`config.mk`:
```
export PLATFORM = sky130hd
export DESIGN_NAME = iobuf_bank
export DESIGN_NICKNAME = d
export VERILOG_FILES = /design/src/rtl/iobuf_pkg.sv /design/src/rtl/iobuf_sync.sv /design/src/rtl/iobuf_bank.sv
export SDC_FILE = /design/constraint.sdc
export NUM_CORES = 1
export LEC_CHECK = 0
export BUFFER_PORTS_ARGS = -buffer_cell sky130_fd_sc_hd__clkbuf_2
export CAP_MARGIN = 20
export CORE_MARGIN = 10
export CORE_UTILIZATION = 55
export DETAILED_ROUTE_END_ITERATION = 10
export PLACE_DENSITY = 0.82
export SKIP_LAST_GASP = 1
export SLEW_MARGIN = 30
export SYNTH_ARGS = -nofsm -noshare
export SYNTH_HDL_FRONTEND = slang
export SYNTH_SLANG_ARGS = --single-unit
```
`constraint.sdc`:
```
create_clock -name clk -period 5.25 [get_ports clk]
set_input_delay 0.2625 -clock clk [delete_from_list [all_inputs] [get_ports clk]]
set_output_delay 0.2625 -clock clk [all_outputs]
set_load 0.01 [all_outputs]
```
`src/rtl/iobuf_pkg.sv`:
```
// iobuf_pkg: shared types and helpers for the iobuf_bank I/O channel bank.
//   iobuf_state_e  - reconfiguration sequencer states
//   DIR_IN/DIR_OUT - per-channel direction encodings used by cfg_dir
//   settle_cnt_w() - width of the settle down-counter for a given settle time
package iobuf_pkg;

    typedef enum logic [1:0] {
        IDLE   = 2'd0,
        DRAIN  = 2'd1,
        TURN   = 2'd2,
        SETTLE = 2'd3
    } iobuf_state_e;

    localparam logic DIR_IN  = 1'b0;
    localparam logic DIR_OUT = 1'b1;

    function automatic int settle_cnt_w(input int settle_cycles);
        return $clog2(settle_cycles + 1);
    endfunction

endpackage

```
`src/rtl/iobuf_sync.sv`:
```
// iobuf_sync: one-bit two-flop synchroniser for an asynchronous pin input.
// Ports:
//   clk   - system clock
//   rst_n - synchronous active-low reset, clears both flops
//   d     - asynchronous input
//   q     - synchronised output, two clk cycles behind d
module iobuf_sync (
    input  logic clk,
    input  logic rst_n,
    input  logic d,
    output logic q
);

    logic meta_p0;

    always_ff @(posedge clk) begin
        if (!rst_n) begin
            meta_p0 <= 1'b0;
            q       <= 1'b0;
        end else begin
            meta_p0 <= d;
            q       <= meta_p0;
        end
    end

endmodule

```
`src/rtl/iobuf_bank.sv`:
```
// iobuf_bank: bank of CHANNELS Bus Pirate I/O channels. Each channel drives one
// FPGA tristate pin (pin_oe/pin_dout/pin_din) and one external level-shift
// buffer (buf_dir/buf_od). Direction and open-drain mode are reconfigured at
// runtime through a cfg_valid/cfg_ready handshake; every change is sequenced
// break-before-make: pin disabled, buffer turned, settle wait, pin re-enabled.
//
// Ports:
//   clk, rst_n            - clock, synchronous active-low reset
//   cfg_valid/cfg_ready   - configuration handshake (ready only when idle)
//   cfg_dir, cfg_od       - requested direction (1=output) and open-drain select
//   busy                  - reconfiguration in progress (~cfg_ready)
//   dout                  - data to drive; reaches pin_oe/pin_dout one cycle later
//   din                   - pin_din after a two-flop synchroniser (all modes)
//   pin_oe, pin_dout      - to tristate pin OUTPUT_ENABLE / D_OUT_0
//   pin_din               - from tristate pin D_IN_0
//   buf_dir, buf_od       - external buffer direction (1=FPGA->bus) / open-drain
//
// Optional build macro IOBUF_CONTENTION_EN adds:
//   contention_clr (in)   - clears all contention flags and counters
//   contention (out)      - sticky per-channel flag: a push-pull output read back
//                           a different level for CONTENTION_LIMIT cycles in a row
module iobuf_bank
    import iobuf_pkg::*;
#(
    parameter int CHANNELS         = 8,
    parameter int SETTLE_CYCLES    = 4,
    parameter int CONTENTION_LIMIT = 3
) (
    input  logic                clk,
    input  logic                rst_n,
    input  logic                cfg_valid,
    output logic                cfg_ready,
    input  logic [CHANNELS-1:0] cfg_dir,
    input  logic [CHANNELS-1:0] cfg_od,
    output logic                busy,
    input  logic [CHANNELS-1:0] dout,
    output logic [CHANNELS-1:0] din,
    output logic [CHANNELS-1:0] pin_oe,
    output logic [CHANNELS-1:0] pin_dout,
    input  logic [CHANNELS-1:0] pin_din,
    output logic [CHANNELS-1:0] buf_dir,
    output logic [CHANNELS-1:0] buf_od
`ifdef IOBUF_CONTENTION_EN
    ,
    input  logic                contention_clr,
    output logic [CHANNELS-1:0] contention
`endif
);

    localparam int CNT_W = settle_cnt_w(SETTLE_CYCLES);
    localparam logic [CNT_W-1:0] SETTLE_LOAD = CNT_W'(SETTLE_CYCLES - 1);

    iobuf_state_e        state, state_nxt;
    logic [CNT_W-1:0]    settle_cnt;
    logic [CHANNELS-1:0] cur_dir, cur_od;
    logic [CHANNELS-1:0] pend_dir, pend_od;
    logic [CHANNELS-1:0] chg_mask;
    logic [CHANNELS-1:0] chg_req;
    logic [CHANNELS-1:0] oe_nxt, dout_nxt;
    logic                accept;
    logic                load_pend;
    logic                load_buf;
    logic                commit;

    assign chg_req = (cfg_dir ^ cur_dir) | (cfg_od ^ cur_od);

    // Sequencer state register
    always_ff @(posedge clk) begin
        if (!rst_n) begin
            state <= IDLE;
        end else begin
            state <= state_nxt;
        end
    end

    // Sequencer next state and control strobes
    always_comb begin
        state_nxt = state;
        cfg_ready = 1'b0;
        accept    = 1'b0;
        load_pend = 1'b0;
        load_buf  = 1'b0;
        commit    = 1'b0;
        unique case (state)
            IDLE: begin
                cfg_ready = 1'b1;
                accept    = cfg_valid;
                // A request identical to the current setup completes the
                // handshake without touching any pin or buffer.
                if (accept && (chg_req != '0)) begin
                    load_pend = 1'b1;
                    state_nxt = DRAIN;
                end
            end
            DRAIN: begin
                state_nxt = TURN;
            end
            TURN: begin
                load_buf  = 1'b1;
                state_nxt = SETTLE;
            end
            SETTLE: begin
                if (settle_cnt == '0) begin
                    commit    = 1'b1;
                    state_nxt = IDLE;
                end
            end
            default: state_nxt = IDLE;
        endcase
        busy = ~cfg_ready;
    end

    // Drive mapping; channels under reconfiguration stay tristated until the
    // new setup is committed, everything else keeps following dout.
    always_comb begin
        oe_nxt   = '0;
        dout_nxt = '0;
        for (int i = 0; i < CHANNELS; i++) begin
            if (chg_mask[i] || (cur_dir[i] == DIR_IN)) begin
                oe_nxt[i]   = 1'b0;
                dout_nxt[i] = 1'b0;
            end else if (cur_od[i]) begin
                // Open drain: only ever pull low, release for a 1.
                oe_nxt[i]   = ~dout[i];
                dout_nxt[i] = 1'b0;
            end else begin
                oe_nxt[i]   = 1'b1;
                dout_nxt[i] = dout[i];
            end
        end
    end

    // Configuration, buffer control and pin drive registers
    always_ff @(posedge clk) begin
        if (!rst_n) begin
            cur_dir    <= '0;
            cur_od     <= '0;
            pend_dir   <= '0;
            pend_od    <= '0;
            chg_mask   <= '0;
            settle_cnt <= '0;
            buf_dir    <= '0;
            buf_od     <= '0;
            pin_oe     <= '0;
            pin_dout   <= '0;
        end else begin
            if (load_pend) begin
                pend_dir <= cfg_dir;
                pend_od  <= cfg_od;
                chg_mask <= chg_req;
            end
            // pin_oe of every changed channel has been 0 since the DRAIN edge,
            // so the buffer can turn here without fighting the pin.
            if (load_buf) begin
                buf_dir    <= (buf_dir & ~chg_mask) | (pend_dir & chg_mask);
                buf_od     <= (buf_od & ~chg_mask) | (pend_od & chg_mask);
                settle_cnt <= SETTLE_LOAD;
            end else if ((state == SETTLE) && (settle_cnt != '0)) begin
                settle_cnt <= settle_cnt - CNT_W'(1);
            end
            if (commit) begin
                cur_dir  <= pend_dir;
                cur_od   <= pend_od;
                chg_mask <= '0;
            end
            pin_oe   <= oe_nxt;
            pin_dout <= dout_nxt;
        end
    end

    // Pin input synchronisers
    for (genvar g = 0; g < CHANNELS; g++) begin : g_sync
        iobuf_sync u_sync (
            .clk   (clk),
            .rst_n (rst_n),
            .d     (pin_din[g]),
            .q     (din[g])
        );
    end

`ifdef IOBUF_CONTENTION_EN
    localparam int CONT_W = $clog2(CONTENTION_LIMIT + 1);
    localparam logic [CONT_W-1:0] CONT_MAX = CONT_W'(CONTENTION_LIMIT);

    logic [CHANNELS-1:0] pdout_p1, pdout_p2;
    logic [CHANNELS-1:0] watch;
    logic [CONT_W-1:0]   cont_cnt [CHANNELS];

    // Only settled push-pull outputs have a well-defined expected readback.
    assign watch = cur_dir & ~cur_od & ~chg_mask;

    // pin_dout delayed to line up with the synchroniser latency of din
    always_ff @(posedge clk) begin
        if (!rst_n) begin
            pdout_p1   <= '0;
            pdout_p2   <= '0;
            contention <= '0;
            for (int i = 0; i < CHANNELS; i++) begin
                cont_cnt[i] <= '0;
            end
        end else begin
            pdout_p1 <= pin_dout;
            pdout_p2 <= pdout_p1;
            for (int i = 0; i < CHANNELS; i++) begin
                if (contention_clr) begin
                    cont_cnt[i]   <= '0;
                    contention[i] <= 1'b0;
                end else if (watch[i] && (din[i] != pdout_p2[i])) begin
                    if (cont_cnt[i] != CONT_MAX) begin
                        cont_cnt[i] <= cont_cnt[i] + CONT_W'(1);
                    end
                    if (cont_cnt[i] >= (CONT_MAX - CONT_W'(1))) begin
                        contention[i] <= 1'b1;
                    end
                end else begin
                    cont_cnt[i] <= '0;
                end
            end
        end
    end
`else
    // Contention monitor not built; the limit is accepted but has no effect.
    if (CONTENTION_LIMIT < 1) begin : g_contention_limit_unused
    end
`endif

endmodule
```
==> impl_metrics.yaml <==
outcome:
  outcome: "completed"
worst_setup_path:
  cpPeakStageDelay_ns: 0.63
  cpLargestDelayFamily: "compound AO/OA/AOI/OAI gates"
  crit_buf_inv: 1
  crit_required_ns: 5.50
  crit_chain: "xor2_1, nor4_2, a41oi_4, buf_4, mux2i_1, nor2b_1"
  slowest_stage: "a41oi_4"
  worstSetupEndpointType: "flip-flop"
  path_class: "reg2reg"
  start_kind: "flip-flop"
  worstPathMaxFanout: 17
  cp.arrival_ns: 2.46
cts:
  cts_hold_buf: 0
  cts_max_level: 3
  cts_tree: "yes"
  clk_path_buf_depth: 2
  cts_resized: 0
  clock-sinks: 93
  clk_pin_slew_ns: 0.09
  insertion_delay_ns: 0.35
  clock-root-buffer: "clkbuf_8"
  cts_setup_buffers: 0
  numCtsBuffers: 9
die:
  start_util_pct: 56.99
  core_area_um2: 6386
  die_area_um2: 10270
  die_h_um: 101.4
  pin_count: 77
  die_w_um: 101.4
  core.rowCount: 29
job:
  maxCapViolCount: 0
timing:
  hold_viol_final: 0
  timing.hold.ws_ns: 0.09081
  rsz0062_at_grt: "no"
  worst_slack_ns: 3.036
  max_freq_ghz: 0.4517
  tns_ns: 0
  post-route-period-util_pct: 42.17
  tightestPinTransition_ns: 0.6894
  setup_viol: 0
  slew_headroom_pct: 53.89
  finalMaxSlewViolations: 0
  skew_ns: 0.007833
  post-route-min-period_ns: 2.214
hold_path:
  hp-class: "in2reg"
logic_synthesis:
  yosysWarnings: 0
  syn_area_um2: 3640
  ys_seq_area_share_pct: 51.15
  synthArstFlopShare_pct: 0
  syn_area_per_cell_um2: 9.758
  synthFlopType: "dfxtp_1"
  syn_nets: 413
  synth_cells: 373
  synth_edf_count: 0
  yosysUniqueCellTypes: 29
  synth_seq_cells: 93
route:
  drt-vias-per-instance: 5.025
  drc: 0
  vias: 2613
  route.final.wire_length_mm: 7.248
  drt-pass1-iter-count: 4
  drt_iter0_markers: 93
  ant_nets: 0
  wl_per_cell_um: 13.94
finish:
  area_delta_synth_final_pct: 16.40
  final_common_cell: "dfxtp_1"
  mostFrequentLayoutCells: "93 x dfxtp_1, 76 x clkbuf_2, 64 x nand2_1"
  final_nets: 478
  drive_gt1_share_pct: 24.38
  diodes: 0
global_routing:
  grt_usage_pct: 14.64
  antenna_found_initial: 0
  grt_pass1_vias: 2631
  grt_overflow_total: 0
  grt_pass1_wl_mm: 12.36
  grt_max_degree: 79
placement:
  numPortBuffers: 76
  place_ws_ns: 3.055
  dp_hpwl_mm: 5.164
  place.gp.congestion: 0.7931
power:
  ir_drop_mv: 0.2067
  p_comb_share_pct: 21.2
  p_int_mw: 1.226
  swShare_pct: 29.43
  power_density_nw_per_um2: 410.2
  power_frac_seq_pct: 48.3
  p_leak_nw: 1.741
  clkPwrFrac_pct: 30.5
  p_sw_mw: 0.5114
## synth_stat cells, types with 9 or more instances
cell,count,area (um2)
dfxtp_1,93,1862
and2_1,16,100.1
nand2_1,64,240.2
xor2_1,17,148.9
nand3_1,16,80.08
mux2i_1,17,170.2
a21boi_0,32,240.2
nor2_1,18,67.56
clkbuf_1,12,45.04
buf_4,9,67.56
nor2b_1,16,100.1
## per-layer routing
layer,routed length [um],global-route usage [%],part of all wire (%)
met5,0,0,0
met1,3137,17.53,43
met4,85,6.538,1.2
met3,499,4.629,6.9
met2,3525,23.54,49
## worst register-to-register path, cell delays in order (launching register included)
cell and delay (ns):
dfxtp_1 0.40, xor2_1 0.27, nor4_2 0.13, a41oi_4 0.63, buf_4 0.38, mux2i_1 0.24, nor2b_1 0.06
## final cells by class
class	instances	area, um2
inverter	7	26.28
multi-input combinational	248	1623
clock buffer	13	158.9
clock inverter	3	67.56
tap	77	96.34
sequential	93	1862
fill	528	2150
timing repair buffer	79	402.9
## stage by stage
step                      instances  cell area [um2]  power (mW)  util [%]
after floorplan                 373             3640       1.134         -
after detailed placement        504             4008       1.225     62.75
after global placement          504             4008       1.210     62.75
after CTS                       520             4234       1.750     66.30
final                           520             4237       1.738     66.34
after global routing            520             4237       1.833     66.34
## worst paths after layout
path | cells past startpoint | from | slack [ns] | endpoint
max | 6 | cur_od[3]$_SDFFE_PN0P_ | 3.04 | pend_od[3]$_SDFFE_PN0P_
min | 2 | dout[0] | 0.09 | pin_oe[0]$_SDFF_PP0_
max reg2reg | 6 | cur_od[3]$_SDFFE_PN0P_ | 3.04 | pend_od[3]$_SDFFE_PN0P_
min reg2reg | 1 | g_sync[1].u_sync.meta_p0$_SDFF_PN0_ | 0.44 | g_sync[1].u_sync.q$_SDFF_PN0_
## power groups by stage
| stage | registers, mW | clock network [mW] | logic, mW |
|---|---|---|---|
| 6_report | 0.840 | 0.529 | 0.368 |
| 5_1_grt | 0.853 | 0.568 | 0.413 |
| 4_1_cts | 0.840 | 0.538 | 0.371 |
| 3_5_place_dp | 0.856 | 0 | 0.369 |
| 3_3_place_gp | 0.853 | 0 | 0.357 |
| 2_1_floorplan | 0.839 | 0 | 0.294 |
## cells by family after synthesis
group | after synthesis | share of synthesized area (%)
adders and majority gates | 5 | 1.719
and+or+nand+nor | 153 | 21.31
DFF | 93 | 51.15
buffers and inverters | 32 | 4.641
AOI/OAI and AO/OA | 55 | 12.17
xor gates and xnor gates | 18 | 4.331
muxes | 17 | 4.675
No activity file was read; power rests on OpenSTA's default activity.
